--- src/rtl/snitch_sb_ipool_pkg.sv ---
// Shared helpers for the scoreboard index pool.
// Latency: n/a (constants and combinational helper only).
// Backpressure: n/a.
package snitch_sb_ipool_pkg;

    // Widest pool the count helper supports.
    localparam int unsigned IpoolMaxDepth = 64;

    // Population count over a mask zero-extended to the maximum pool width.
    function automatic int unsigned ipool_ones(input logic [IpoolMaxDepth-1:0] mask);
        int unsigned cnt;
        cnt = 0;
        for (int i = 0; i < IpoolMaxDepth; i++) begin
            cnt += int'(mask[i]);
        end
        return cnt;
    endfunction

endpackage

--- src/rtl/snitch_sb_ipool_pick.sv ---
// Lowest-set-bit selector: one-hot of the lowest set bit of mask, zero if mask is empty.
// Latency: purely combinational.
// Backpressure: none.
// Ports: mask (Depth-bit candidate set), onehot (Depth-bit selection).
module snitch_sb_ipool_pick #(
    parameter int unsigned Depth = 4
) (
    input  logic [Depth-1:0] mask,
    output logic [Depth-1:0] onehot
);

    logic found;

    always_comb begin
        onehot = '0;
        found  = 1'b0;
        for (int i = 0; i < int'(Depth); i++) begin
            if (mask[i] && !found) begin
                onehot[i] = 1'b1;
                found     = 1'b1;
            end
        end
    end

endmodule

--- src/rtl/snitch_sb_ipool.sv ---
// Free pool of one-hot indices: allocate lowest free index on pop, return indices on push.
// Latency: outputs are combinational from the free mask; pushes/pops take effect at the next edge.
// Backpressure: none; pop while empty is ignored, callers gate pop_i with empty_o.
// Ports: clk_i, rst_i (sync, active-high), data_i/push_i (return), data_o/pop_i (allocate),
//        full_o, empty_o, usage_o (count of free indices).
// Optional: define SNITCH_SB_IPOOL_CHECKS_EN for simulation-only misuse warnings.
module snitch_sb_ipool
    import snitch_sb_ipool_pkg::*;
#(
    parameter int unsigned Depth = 4
) (
    input  logic                       clk_i,
    input  logic                       rst_i,
    input  logic [Depth-1:0]           data_i,
    input  logic                       push_i,
    output logic [Depth-1:0]           data_o,
    input  logic                       pop_i,
    output logic                       full_o,
    output logic                       empty_o,
    output logic [$clog2(Depth+1)-1:0] usage_o
);

    localparam int unsigned CntW = $clog2(Depth + 1);

    // Bit i set means index i is available for allocation.
    logic [Depth-1:0] free_q;
    logic [Depth-1:0] free_d;
    logic [Depth-1:0] pick;

    snitch_sb_ipool_pick #(
        .Depth (Depth)
    ) i_pick (
        .mask   (free_q),
        .onehot (pick)
    );

    assign data_o  = pick;
    assign usage_o = CntW'(ipool_ones(IpoolMaxDepth'(free_q)));
    assign full_o  = (usage_o == CntW'(Depth));
    assign empty_o = (usage_o == '0);

    // Clear is applied before set so a returned index wins over a same-cycle allocation.
    always_comb begin
        free_d = free_q;
        if (pop_i && !empty_o) begin
            free_d = free_d & ~pick;
        end
        if (push_i) begin
            free_d = free_d | data_i;
        end
    end

    always_ff @(posedge clk_i) begin
        if (rst_i) begin
            free_q <= '1;
        end else begin
            free_q <= free_d;
        end
    end

`ifdef SNITCH_SB_IPOOL_CHECKS_EN
    always_ff @(posedge clk_i) begin
        if (!rst_i) begin
            if (pop_i && empty_o) begin
                $warning("snitch_sb_ipool: pop while empty");
            end
            if (push_i && ((data_i & free_q) != '0)) begin
                $warning("snitch_sb_ipool: push of already-free index %b", data_i);
            end
            if (push_i && !$onehot(data_i)) begin
                $warning("snitch_sb_ipool: push with non-one-hot data %b", data_i);
            end
        end
    end
`endif

endmodule

--- config.mk ---
export PLATFORM = sky130hd
export DESIGN_NAME = snitch_sb_ipool
export DESIGN_NICKNAME = d
export VERILOG_FILES = /design/src/rtl/snitch_sb_ipool_pkg.sv /design/src/rtl/snitch_sb_ipool_pick.sv /design/src/rtl/snitch_sb_ipool.sv
export SDC_FILE = /design/constraint.sdc
export NUM_CORES = 1
export LEC_CHECK = 0
export ABC_AREA = 1
export ABC_CLOCK_PERIOD_IN_PS = 2300
export CAP_MARGIN = 20
export CORE_AREA = 3 3 40 42
export CTS_BUF_LIST = sky130_fd_sc_hd__clkbuf_16
export DETAILED_ROUTE_END_ITERATION = 7
export DIE_AREA = 0 0 43 45
export HOLD_SLACK_MARGIN = 0.03
export SLEW_MARGIN = 20
export SYNTH_ARGS = -nofsm -noshare
export SYNTH_HDL_FRONTEND = slang
export SYNTH_SLANG_ARGS = --single-unit
--- constraint.sdc ---
create_clock -name clk_i -period 2.3 [get_ports clk_i]
set_input_delay 0.23 -clock clk_i [delete_from_list [all_inputs] [get_ports clk_i]]
set_output_delay 0.23 -clock clk_i [all_outputs]
set_load 0.005 [all_outputs]
==> results.json <==
{
  "cp_slowest_cell": "fa_1",
  "synth_nets": 56,
  "yosysSeqAreaShare_pct": 26.1,
  "p_leak_nw": 0.310,
  "syn_avg_cell_area_um2": 7.30,
  "rrSetupSlack_ns": 0.39,
  "postRouteAntennaNets": 0,
  "grt_pass1_vias": 294,
  "holdPathEnd": "free_q[3]",
  "clk_pin_slew_ns": 0.03,
  "place_area_um2": 508,
  "start_kind": "flop",
  "peakVddDrop_uv": 461,
  "final_hold_viol_count": 0,
  "cts-root-buf": "clkbuf_16",
  "crit_arrival_ns": 1.99,
  "outcome": "finished clean",
  "synth_largest_area_cell": "dfxtp_1",
  "syn2layout_area_growth_pct": 101,
  "slew_viol_final": 0,
  "drive_gt1_share_pct": 26.6,
  "start_util_pct": 23.9,
  "clock-sinks": 4,
  "gr-usage-all-layers_pct": 7.85,
  "cp_top_family": "adder cells",
  "grt_max_degree": 6,
  "synth_area_um2": 307,
  "place.gp.congestion": 0.690,
  "htreeDepth": 1,
  "grt_overflow": 0,
  "nets": 80,
  "drtIter0Drc": 1,
  "dr.pass1.iters": 3,
  "largestRegisters": "free_q: 4 flops",
  "post-place-cells": 76,
  "regMostFlops": "free_q",
  "routed_wl_um": 728,
  "fin_cells": 79,
  "worst_slew_pin_slew_ns": 0.233,
  "yosys_register_bits": 4,
  "critical_path_class": "flop to primary output",
  "utilization_pct": 48.0,
  "cts_buffer_depth": 2,
  "fin_worst_skew_ns": 0.000732,
  "wl_per_cell_um": 9.22,
  "syn_inst": 42,
  "hold_path_depth": 2,
  "rows": 13,
  "drcViolationCount": 0,
  "startpoint": "free_q[0]",
  "rr_worst_depth": 10,
  "endpoint_kind": "primary output",
  "netlist.area_leader.share_pct": 26.1,
  "ys.flop_type": "dfxtp_1",
  "grt_pass1_wl_um": 1060,
  "crit_fanout": 3,
  "synth_area_leaders": "dfxtp_1 (26%), ha_1 (20%), inv_1 (11%), nand2_1 (9.8%), a21oi_1 (6.5%)",
  "setup_viol": 0,
  "post-route-min-period_ns": 2.22,
  "crit_path_cell_trace": "inv_2 -> fa_1 -> inv_1 -> ha_4 -> ha_4 -> nor2_4 -> nand2_2 -> inv_1 -> dlygate4sd2_1",
  "die-width_um": 43,
  "max_freq_ghz": 0.450,
  "dieHeight_um": 45,
  "reg2reg_from": "free_q[0]",
  "largest_reg_flops": 4,
  "path_buf_inv": 4,
  "async_flop_share_pct": 0,
  "required_ns": 2.07,
  "fillerInstances": 137,
  "synth_cell_type_count": 12,
  "cts_tree": "built",
  "maxCapViolations": 0,
  "holdWs_ns": 0.442,
  "synth.most_common_cell": "inv_1",
  "finalPower_w": 0.000526,
  "viasPerCell": 4.16,
  "slowest_delay_ns": 0.52,
  "clock_latency_ns": 0.22,
  "hold_class": "flop to flop",
  "r2r-end": "free_q[1]",
  "ys_warn_count": 0,
  "vias": 329,
  "p_per_area_nw_per_um2": 853,
  "die-area_um2": 1940,
  "core_um2": 1280,
  "diodes": 0,
  "worstHoldStart": "free_q[3]",
  "hpwl_um": 521,
  "max_slew_margin_pct": 84.4,
  "io_buffers": 16,
  "cts_setup_buffers": 0,
  "cts_inserted_buffers": 3,
  "pin_count": 17,
  "fin_area_um2": 617,
  "synth_edf_count": 0,
  "finalCritPeriodShare_pct": 96.7,
  "grt_antenna_before_repair": 0,
  "synth_common_cells": "inv_1 (9), nand2_1 (8), ha_1 (5)"
}
[worst max path at each step]
| stage | endpoint | slack (ns) | depth (start not counted) |
|---|---|---|---|
| 2_1_floorplan | empty_o | 0.32 | 8 |
| 3_3_place_gp | full_o | -0.07 | 7 |
| 3_5_place_dp | empty_o | -0.09 | 9 |
| 4_1_cts | usage_o[0] | 0.05 | 5 |
| 5_1_grt | full_o | -0.03 | 7 |
| 6_report | empty_o | 0.08 | 9 |
[layout make-up]
type | count | area (µm²) | area share, %
Clock buffer | 3 | 75.1 | 12.2
Inverter | 9 | 33.8 | 5.48
Multi-Input combinational cell | 28 | 220 | 35.7
Sequential cell | 4 | 82.6 | 13.4
Tap cell | 15 | 18.8 | 3.04
Timing Repair Buffer | 20 | 186 | 30.2
[worst register-to-register path, cell delays in order (launching register included)]
cell	delay, ns
dfxtp_2	0.32
inv_2	0.05
fa_1	0.52
inv_1	0.06
ha_4	0.16
ha_4	0.23
nor2_4	0.11
nand2_2	0.05
buf_4	0.14
nand3_1	0.07
nand3_1	0.07
[cells in the final DEF (no fill, tap or decap)]
cell | netlist | layout
a21oi_1 | 4 | 4
buf_4 | 1 | 4
clkbuf_16 | 0 | 3
clkdlybuf4s50_1 | 0 | 13
dfxtp_1 | 4 | 2
dfxtp_2 | 0 | 2
dlygate4sd2_1 | 0 | 3
fa_1 | 1 | 1
ha_1 | 5 | 3
ha_4 | 0 | 2
inv_1 | 9 | 7
inv_2 | 0 | 2
nand2_1 | 8 | 8
nand2_2 | 2 | 2
nand3_1 | 4 | 4
nor2_1 | 1 | 1
nor2_4 | 0 | 1
nor3_1 | 2 | 1
nor3_2 | 0 | 1
[kinds of logic after synthesis]
logic type	share of synthesized area [%]
simple gates	26.9
flops	26.1
fa+ha+maj	26.9
compound gates	6.53
buf+inv	13.5
[layer usage]
layer / GRT usage, % / up-vias / wire length (µm)
li1: - / 172 / -
met1: 8.74 / 139 / 280
met2: 11.1 / 16 / 356
met3: 2.39 / 2 / 69
met4: 9.04 / 0 / 21
met5: 0 / - / 0
[through the flow]
stage               setup slack (ns)  TNS, ns
detailed placement           -0.0866   -0.162
floorplan                      0.323        0
global placement             -0.0703   -0.136
finish                        0.0755        0
CTS                           0.0493        0
global route                 -0.0251  -0.0456
[repair_timing]
action                     4_1_cts  5_1_grt
hold buffers                     0        0
setup endpoints to repair        3        3
gates resized for setup          8        4
[where the power goes]
part | leakage (nW) | internal (W) | switching (W)
logic | 0.241 | 0.000107 | 0.0000744
clock network | 0.0370 | 0.000222 | 0.0000449
registers | 0.0321 | 0.0000752 | 0.00000306
total | 0.310 | 0.000404 | 0.000122
No activity file was read; power rests on OpenSTA's default activity.
